==> config.mk <==
export PLATFORM = sky130hd
export DESIGN_NAME = video_timing_gen_flat
export DESIGN_NICKNAME = d
export VERILOG_FILES = /design/src/rtl/video_timing_gen_if.sv /design/src/rtl/video_timing_gen.sv /design/src/flat_wrapper.sv
export SDC_FILE = /design/constraint.sdc
export NUM_CORES = 1
export LEC_CHECK = 0
export ABC_AREA = 1
export ABC_CLOCK_PERIOD_IN_PS = 3700
export CAP_MARGIN = 5
export CORE_UTILIZATION = 60
export CTS_BUF_LIST = sky130_fd_sc_hd__clkbuf_4
export CTS_CLUSTER_SIZE = 30
export DETAILED_ROUTE_END_ITERATION = 10
export DONT_BUFFER_PORTS = 1
export PLACE_DENSITY = 0.73
export SLEW_MARGIN = 0
export SYNTH_ARGS = -nofsm -noshare
export SYNTH_HDL_FRONTEND = slang
export SYNTH_SLANG_ARGS = --single-unit
==> constraint.sdc <==
create_clock -name clk -period 3.7 [get_ports clk]
set_input_delay 0.37 -clock clk [delete_from_list [all_inputs] [get_ports clk]]
set_output_delay 0.37 -clock clk [all_outputs]
set_load 0.05 [all_outputs]
==> src/rtl/video_timing_gen_if.sv <==
// Pixel request / video output bundle for video_timing_gen.
// master = timing generator side, slave = frame buffer + HDMI transmitter side.
interface video_timing_gen_if #(
    parameter int unsigned PIX_W   = 11,
    parameter int unsigned COLOR_W = 8
);
    // Handshake: pix_req/pix_x/pix_y are valid for one cycle with no ready;
    // rgb_in must carry the matching pixel exactly RD_LAT cycles later, with
    // no valid qualifier and no backpressure in either direction.
    logic                   pix_req;
    logic [PIX_W-1:0]       pix_x;
    logic [PIX_W-1:0]       pix_y;
    logic [3*COLOR_W-1:0]   rgb_in;
    logic                   hs_out;
    logic                   vs_out;
    logic                   de_out;
    logic [3*COLOR_W-1:0]   rgb_out;
    logic                   frame_start;

    modport master (
        output pix_req,
        output pix_x,
        output pix_y,
        input  rgb_in,
        output hs_out,
        output vs_out,
        output de_out,
        output rgb_out,
        output frame_start
    );

    modport slave (
        input  pix_req,
        input  pix_x,
        input  pix_y,
        output rgb_in,
        input  hs_out,
        input  vs_out,
        input  de_out,
        input  rgb_out,
        input  frame_start
    );
endinterface

==> src/rtl/video_timing_gen.sv <==
// Programmable raster timing generator with pixel request / return alignment.
// Optional feature: define VTG_BORDER_EN to force all-ones on the active-area border.
module video_timing_gen #(
    parameter int unsigned COORD_W = 12,
    parameter int unsigned PIX_W   = 11,
    parameter int unsigned COLOR_W = 8,
    parameter int unsigned RD_LAT  = 1,
    parameter bit          HS_POL  = 1'b0,
    parameter bit          VS_POL  = 1'b0
) (
    input  logic               clk,
    input  logic               reset,
    input  logic [COORD_W-1:0] h_total,
    input  logic [COORD_W-1:0] h_sync,
    input  logic [COORD_W-1:0] h_start,
    input  logic [COORD_W-1:0] h_end,
    input  logic [COORD_W-1:0] v_total,
    input  logic [COORD_W-1:0] v_sync,
    input  logic [COORD_W-1:0] v_start,
    input  logic [COORD_W-1:0] v_end,
    video_timing_gen_if.master vid
);
    // RD_LAT is expected in 1..8; stage 1 plus RD_LAT further stages line up
    // the control bits with rgb_in at the output register.
    localparam int unsigned DLY   = RD_LAT + 1;
    localparam int unsigned RGB_W = 3 * COLOR_W;
    localparam logic [COORD_W-1:0] ONE = COORD_W'(1);

    // Shadowed timing
    logic [COORD_W-1:0] sh_h_total_q, sh_h_total_d;
    logic [COORD_W-1:0] sh_h_sync_q,  sh_h_sync_d;
    logic [COORD_W-1:0] sh_h_start_q, sh_h_start_d;
    logic [COORD_W-1:0] sh_h_end_q,   sh_h_end_d;
    logic [COORD_W-1:0] sh_v_total_q, sh_v_total_d;
    logic [COORD_W-1:0] sh_v_sync_q,  sh_v_sync_d;
    logic [COORD_W-1:0] sh_v_start_q, sh_v_start_d;
    logic [COORD_W-1:0] sh_v_end_q,   sh_v_end_d;

    // Stage 0 counters
    logic [COORD_W-1:0] h_cnt_q, h_cnt_d;
    logic [COORD_W-1:0] v_cnt_q, v_cnt_d;
    logic               h_last;
    logic               v_last;
    logic               frame_last;
    logic               shadow_load;

    // Raw stage 0 decode
    logic               hs_raw;
    logic               vs_raw;
    logic               act_raw;
    logic               org_raw;

    // Stage 1 coordinates
    logic [PIX_W-1:0]   pix_x_q, pix_x_d;
    logic [PIX_W-1:0]   pix_y_q, pix_y_d;

    // Delay line, index 0 is stage 1
    logic [DLY-1:0]     dly_hs_q,  dly_hs_d;
    logic [DLY-1:0]     dly_vs_q,  dly_vs_d;
    logic [DLY-1:0]     dly_act_q, dly_act_d;
    logic [DLY-1:0]     dly_org_q, dly_org_d;

    // Output stage
    logic               hs_out_q, hs_out_d;
    logic               vs_out_q, vs_out_d;
    logic               de_out_q, de_out_d;
    logic               fs_q,     fs_d;
    logic [RGB_W-1:0]   rgb_out_q, rgb_out_d;

`ifdef VTG_BORDER_EN
    logic               brd_raw;
    logic [DLY-1:0]     dly_brd_q, dly_brd_d;
`endif

    always_comb begin
        h_last     = (h_cnt_q >= sh_h_total_q);
        v_last     = (v_cnt_q >= sh_v_total_q);
        frame_last = h_last && v_last;
        h_cnt_d    = h_last ? '0 : h_cnt_q + ONE;
        v_cnt_d    = v_cnt_q;
        if (h_last) begin
            v_cnt_d = v_last ? '0 : v_cnt_q + ONE;
        end
    end

    // Loading on the last pixel of the frame makes new timing govern the (0,0) cycle.
    always_comb begin
        shadow_load  = reset || frame_last;
        sh_h_total_d = shadow_load ? h_total : sh_h_total_q;
        sh_h_sync_d  = shadow_load ? h_sync  : sh_h_sync_q;
        sh_h_start_d = shadow_load ? h_start : sh_h_start_q;
        sh_h_end_d   = shadow_load ? h_end   : sh_h_end_q;
        sh_v_total_d = shadow_load ? v_total : sh_v_total_q;
        sh_v_sync_d  = shadow_load ? v_sync  : sh_v_sync_q;
        sh_v_start_d = shadow_load ? v_start : sh_v_start_q;
        sh_v_end_d   = shadow_load ? v_end   : sh_v_end_q;
    end

    // Empty or inverted windows fall out of the range compares as "never active".
    always_comb begin
        hs_raw  = (h_cnt_q < sh_h_sync_q);
        vs_raw  = (v_cnt_q < sh_v_sync_q);
        act_raw = (h_cnt_q >= sh_h_start_q) && (h_cnt_q < sh_h_end_q) &&
                  (v_cnt_q >= sh_v_start_q) && (v_cnt_q < sh_v_end_q);
        org_raw = (h_cnt_q == '0) && (v_cnt_q == '0);
        pix_x_d = act_raw ? PIX_W'(h_cnt_q - sh_h_start_q) : '0;
        pix_y_d = act_raw ? PIX_W'(v_cnt_q - sh_v_start_q) : '0;
    end

`ifdef VTG_BORDER_EN
    always_comb begin
        brd_raw   = act_raw &&
                    ((h_cnt_q == sh_h_start_q) || (h_cnt_q == sh_h_end_q - ONE) ||
                     (v_cnt_q == sh_v_start_q) || (v_cnt_q == sh_v_end_q - ONE));
        dly_brd_d = {dly_brd_q[DLY-2:0], brd_raw};
    end
`endif

    always_comb begin
        dly_hs_d  = {dly_hs_q[DLY-2:0],  hs_raw};
        dly_vs_d  = {dly_vs_q[DLY-2:0],  vs_raw};
        dly_act_d = {dly_act_q[DLY-2:0], act_raw};
        dly_org_d = {dly_org_q[DLY-2:0], org_raw};
    end

    // Raw sync is active-high internally; XNOR with the polarity gives the pin level.
    always_comb begin
        hs_out_d  = dly_hs_q[DLY-1] ~^ HS_POL;
        vs_out_d  = dly_vs_q[DLY-1] ~^ VS_POL;
        de_out_d  = dly_act_q[DLY-1];
        fs_d      = dly_org_q[DLY-1];
        rgb_out_d = '0;
        if (dly_act_q[DLY-1]) begin
`ifdef VTG_BORDER_EN
            rgb_out_d = dly_brd_q[DLY-1] ? '1 : vid.rgb_in;
`else
            rgb_out_d = vid.rgb_in;
`endif
        end
    end

    always_ff @(posedge clk) begin
        sh_h_total_q <= sh_h_total_d;
        sh_h_sync_q  <= sh_h_sync_d;
        sh_h_start_q <= sh_h_start_d;
        sh_h_end_q   <= sh_h_end_d;
        sh_v_total_q <= sh_v_total_d;
        sh_v_sync_q  <= sh_v_sync_d;
        sh_v_start_q <= sh_v_start_d;
        sh_v_end_q   <= sh_v_end_d;
    end

    always_ff @(posedge clk) begin
        if (reset) begin
            h_cnt_q   <= '0;
            v_cnt_q   <= '0;
            pix_x_q   <= '0;
            pix_y_q   <= '0;
            dly_hs_q  <= '0;
            dly_vs_q  <= '0;
            dly_act_q <= '0;
            dly_org_q <= '0;
            hs_out_q  <= ~HS_POL;
            vs_out_q  <= ~VS_POL;
            de_out_q  <= 1'b0;
            fs_q      <= 1'b0;
            rgb_out_q <= '0;
        end else begin
            h_cnt_q   <= h_cnt_d;
            v_cnt_q   <= v_cnt_d;
            pix_x_q   <= pix_x_d;
            pix_y_q   <= pix_y_d;
            dly_hs_q  <= dly_hs_d;
            dly_vs_q  <= dly_vs_d;
            dly_act_q <= dly_act_d;
            dly_org_q <= dly_org_d;
            hs_out_q  <= hs_out_d;
            vs_out_q  <= vs_out_d;
            de_out_q  <= de_out_d;
            fs_q      <= fs_d;
            rgb_out_q <= rgb_out_d;
        end
    end

`ifdef VTG_BORDER_EN
    always_ff @(posedge clk) begin
        if (reset) begin
            dly_brd_q <= '0;
        end else begin
            dly_brd_q <= dly_brd_d;
        end
    end
`endif

    assign vid.pix_req     = dly_act_q[0];
    assign vid.pix_x       = pix_x_q;
    assign vid.pix_y       = pix_y_q;
    assign vid.hs_out      = hs_out_q;
    assign vid.vs_out      = vs_out_q;
    assign vid.de_out      = de_out_q;
    assign vid.rgb_out     = rgb_out_q;
    assign vid.frame_start = fs_q;
endmodule

==> src/flat_wrapper.sv <==
// flat-port wrapper written by rule: the top's interface ports become plain ports
module video_timing_gen_flat 
#(
    parameter int unsigned COORD_W = 12,
    parameter int unsigned PIX_W   = 11,
    parameter int unsigned COLOR_W = 8,
    parameter int unsigned RD_LAT  = 1,
    parameter bit          HS_POL  = 1'b0,
    parameter bit          VS_POL  = 1'b0
)
  (clk, reset, h_total, h_sync, h_start, h_end, v_total, v_sync, v_start, v_end, vid_pix_req, vid_pix_x, vid_pix_y, vid_rgb_in, vid_hs_out, vid_vs_out, vid_de_out, vid_rgb_out, vid_frame_start);
  video_timing_gen_if #(.PIX_W(PIX_W), .COLOR_W(COLOR_W)) vid_i ();
  input  logic clk;
  input  logic reset;
  input  logic [COORD_W-1:0] h_total;
  input  logic [COORD_W-1:0] h_sync;
  input  logic [COORD_W-1:0] h_start;
  input  logic [COORD_W-1:0] h_end;
  input  logic [COORD_W-1:0] v_total;
  input  logic [COORD_W-1:0] v_sync;
  input  logic [COORD_W-1:0] v_start;
  input  logic [COORD_W-1:0] v_end;
  output wire logic [$bits(vid_i.pix_req)-1:0] vid_pix_req;
  output wire logic [$bits(vid_i.pix_x)-1:0] vid_pix_x;
  output wire logic [$bits(vid_i.pix_y)-1:0] vid_pix_y;
  input wire logic [$bits(vid_i.rgb_in)-1:0] vid_rgb_in;
  output wire logic [$bits(vid_i.hs_out)-1:0] vid_hs_out;
  output wire logic [$bits(vid_i.vs_out)-1:0] vid_vs_out;
  output wire logic [$bits(vid_i.de_out)-1:0] vid_de_out;
  output wire logic [$bits(vid_i.rgb_out)-1:0] vid_rgb_out;
  output wire logic [$bits(vid_i.frame_start)-1:0] vid_frame_start;
  assign vid_pix_req = vid_i.pix_req;
  assign vid_pix_x = vid_i.pix_x;
  assign vid_pix_y = vid_i.pix_y;
  assign vid_i.rgb_in = vid_rgb_in;
  assign vid_hs_out = vid_i.hs_out;
  assign vid_vs_out = vid_i.vs_out;
  assign vid_de_out = vid_i.de_out;
  assign vid_rgb_out = vid_i.rgb_out;
  assign vid_frame_start = vid_i.frame_start;
  video_timing_gen #(.COORD_W(COORD_W), .PIX_W(PIX_W), .COLOR_W(COLOR_W), .RD_LAT(RD_LAT), .HS_POL(HS_POL), .VS_POL(VS_POL)) u_core (.clk(clk), .reset(reset), .h_total(h_total), .h_sync(h_sync), .h_start(h_start), .h_end(h_end), .v_total(v_total), .v_sync(v_sync), .v_start(v_start), .v_end(v_end), .vid(vid_i));
endmodule
==> flow_metrics.py <==
metrics = {
    "status": {
        "outcome": "finished clean",
    },
    "power_and_ir_drop": {
        "switching_power_uw": 870,
        "power_density_nw_per_um2": 352,
        "comb_power_share_pct": 8.2,
        "sw_frac_of_total_pct": 23.4,
        "pwr-share-clk_pct": 33.6,
        "peakVddDrop_v": 0.000276,
        "pwr-share-seq_pct": 58.2,
        "total_power_mw": 3.72,
        "leakage_nw": 5.14,
        "power.internal_mw": 2.85,
    },
    "grt": {
        "antenna_found_initial": 2,
        "grt_max_degree": 37,
        "grt_pass1_wl_um": 30200,
        "overflow": 0,
        "grt_usage_pct": 26.8,
        "grt_pass1_vias": 6201,
    },
    "timing": {
        "drv_slew": 0,
        "period_needed_ns": 2.84,
        "rsz0062_at_grt": "no",
        "setup_viol": 0,
        "tightest_slew_ns": 0.850,
        "fin_crit_sh_pct": 76.8,
        "clock_skew_ns": 0.0174,
        "timing.final.hold_violations": 0,
        "fin_tns_setup_ns": 0,
        "timing.fmax_ghz": 0.352,
        "relSlewSlack_pct": 43.2,
    },
    "logic_synthesis": {
        "synth_area_um2": 8780,
        "async_reset_ff_share_pct": 0,
        "synth_edf_count": 96,
        "synth_area_leaders": "edfxtp_1, dfxtp_1, ha_1",
        "avgSynthCellArea_um2": 9.27,
        "synth_seq_cells": 178,
        "synth_flop_cell": "edfxtp_1",
        "synth_fp_nets": 1168,
        "ys_types": 41,
        "ys_seq_area_share_pct": 51.5,
        "synth.top_cell.area_share_pct": 32.8,
        "yosys_warnings": 0,
        "synth_cells": 948,
        "synth_top_cell_by_area": "edfxtp_1",
    },
    "place": {
        "placed_cell_area_um2": 9030,
        "place_congestion": 0.801,
        "dpl.cell_count": 1128,
        "dpl.hpwl_um": 12700,
        "place.port_buffers": 0,
    },
    "cts": {
        "path_clk_slew_ns": 0.14,
        "cts_buffers": 17,
        "clk_path_buf_depth": 2,
        "clkLatencyLatePin_ns": 0.59,
        "post-cts-setup-buffers": 0,
        "cts.sinks": 178,
        "cts_max_level": 4,
        "cts_resized": 0,
        "cts-root-buf": "clkbuf_4",
        "cts_tree": "yes",
    },
    "route": {
        "wl_met1_um": 8290,
        "top_layer_used": "met4",
        "avgRoutedWirePerCell_um": 14.7,
        "vias": 6497,
        "drtAntennaViolNets": 0,
        "met3_length_um": 1180,
        "routed_via_density": 5.06,
        "drtIter0Drc": 362,
        "wl_met2_um": 9150,
        "routed_wl_um": 18900,
        "drc": 0,
        "first_pass_iters": 4,
    },
    "cells_and_area": {
        "n_fill_cell": 1013,
        "post_route_cells_drive_above_1_share_pct": 7.18,
        "fin_cells": 1283,
        "layout_common_cells": "inv_1, nand2_1, dlygate4sd3_1",
        "final_common_cell": "inv_1",
        "area_growth_pct": 20.5,
        "seq_area_um2": 4520,
        "finalInstanceArea_um2": 10600,
        "fin_nets": 1308,
        "multi_input_area_um2": 3440,
    },
    "critical_path": {
        "endpoint": "u_core.sh_h_end_q[10]$_DFFE_PP_",
        "end_kind": "flop",
        "required_ns": 3.99,
        "start_kind": "flop",
        "worst_path_max_delay_cell": "dfxtp_1",
        "crit_start": "u_core.h_cnt_q[10]$_SDFF_PP0_",
        "r2r-end": "u_core.sh_h_end_q[10]$_DFFE_PP_",
        "critPathMaxStageDelay_ns": 0.45,
        "cp_max_fo": 36,
        "rr_startpoint": "u_core.h_cnt_q[10]$_SDFF_PP0_",
        "worstPathArrival_ns": 3.14,
        "r2r_cells": 9,
        "crit_path_frequent_cell": "nand2_1",
        "worstPathCellList": "ha_1, nand2_1, nor2_4, and2_1, nand2_1, nand4_2, nand2_2, inv_4, buf_4",
        "criticalPathCategory": "reg2reg",
        "rrSetupSlack_ns": 0.86,
    },
    "floorplanning": {
        "boundaryPins": 173,
        "die_h_um": 123,
        "start_util_pct": 62.3,
        "fp-row-count": 43,
        "coreArea_um2": 14100,
        "die-area_um2": 15100,
        "die_x_um": 123,
    },
    "worst_hold_path": {
        "holdPathStages": 4,
        "worstHoldPathType": "in2reg",
    },
    "run": {
        "cap_violations": 0,
    },
}
-- Yosys cell counts, drive strengths merged (3+ instances only) --
| master | instances |
|---|---|
| a21boi | 3 |
| a21oi | 51 |
| a31oi | 5 |
| buf | 6 |
| dfxtp | 82 |
| edfxtp | 96 |
| ha | 96 |
| inv | 203 |
| nand2 | 173 |
| nand3 | 36 |
| nand4 | 16 |
| nor2 | 120 |
| nor3 | 7 |
| nor4 | 3 |
| o21ai | 15 |
| o21bai | 3 |
| xnor2 | 5 |
| xor2 | 12 |
-- area by class of cell --
class | instances | area share (%)
flip-flops and latches | 178 | 42.8
multi-input cells | 558 | 32.5
repair buffers | 129 | 12.1
inverters | 204 | 7.26
well taps | 180 | 2.13
clock inverters | 14 | 1.89
clock buffers | 18 | 1.28
diodes | 2 | 0.0473
-- metrics by stage --
stage | hold slack (ns) | util, % | setup slack, ns
2_1_floorplan | 0.352 | - | 0.854
3_3_place_gp | 0.357 | 64.1 | 0.962
3_5_place_dp | 0.358 | 64.1 | 0.895
4_1_cts | 0.0171 | 75.0 | 0.878
5_1_grt | 0.0161 | 75.1 | 0.664
6_report | 0.0768 | 75.1 | 0.857
-- power groups by stage --
stage	clock network [mW]	registers [mW]	logic, mW
4_1_cts	1.27	2.16	0.300
3_3_place_gp	0	2.21	0.189
6_report	1.25	2.17	0.306
5_1_grt	1.36	2.17	0.341
2_1_floorplan	0	2.20	0.150
3_5_place_dp	0	2.21	0.193
-- sequential cells by signal, indices dropped and copies added (netlist names), 11 cells and up --
register / flops
u_core.sh_h_sync_q: 12
u_core.sh_h_total_q: 12
u_core.sh_v_start_q: 12
u_core.sh_h_end_q: 12
u_core.vid.rgb_out: 24
u_core.sh_v_sync_q: 12
u_core.v_cnt_q: 12
u_core.sh_v_total_q: 12
u_core.vid.pix_x: 11
u_core.vid.pix_y: 11
u_core.h_cnt_q: 12
u_core.sh_v_end_q: 12
u_core.sh_h_start_q: 12
-- critical path: cells and delay by family (launching register included) --
family,cells,cell delay [ns]
DFF,1,0.45
and+or+nand+nor,6,1.00
buffers and inverters,2,0.76
adders and majority gates,1,0.34
-- worst min-delay path by stage --
| stage | startpoint | end | slack [ns] |
|---|---|---|---|
| after detailed placement | u_core.dly_vs_q[1]$_SDFF_PP0_ | u_core.vid.vs_out$_SDFF_PP1_ | 0.36 |
| final | reset | u_core.dly_hs_q[0]$_SDFF_PP0_ | 0.08 |
| after CTS | reset | u_core.dly_hs_q[0]$_SDFF_PP0_ | 0.02 |
| after global placement | u_core.dly_vs_q[1]$_SDFF_PP0_ | u_core.vid.vs_out$_SDFF_PP1_ | 0.36 |
| after floorplan | u_core.dly_hs_q[1]$_SDFF_PP0_ | u_core.vid.hs_out$_SDFF_PP1_ | 0.35 |
| after global routing | reset | u_core.dly_hs_q[0]$_SDFF_PP0_ | 0.02 |
-- cell families after synthesis --
group,after synthesis,synth area share (%)
AND/OR/NAND/NOR,362,18.2
buffers and inverters,212,9.34
flip-flops,178,51.5
adder cells (fa/ha/maj),98,14.1
XOR/XNOR,17,1.69
AO/OA/AOI/OAI,81,5.11
-- per-layer routing --
layer  up-vias  track usage (%)
met5         -                0
met4         0             8.36
met3        23             7.61
met2       199             43.7
met1      2959             34.6
li1       3316                -
-- what timing repair did --
action | in CTS | in global routing
setup endpoints to repair | 0 | 0
hold buffers | 121 | 0
hold endpoints to repair | 129 | 0
Power figures use the tool's default switching activity.
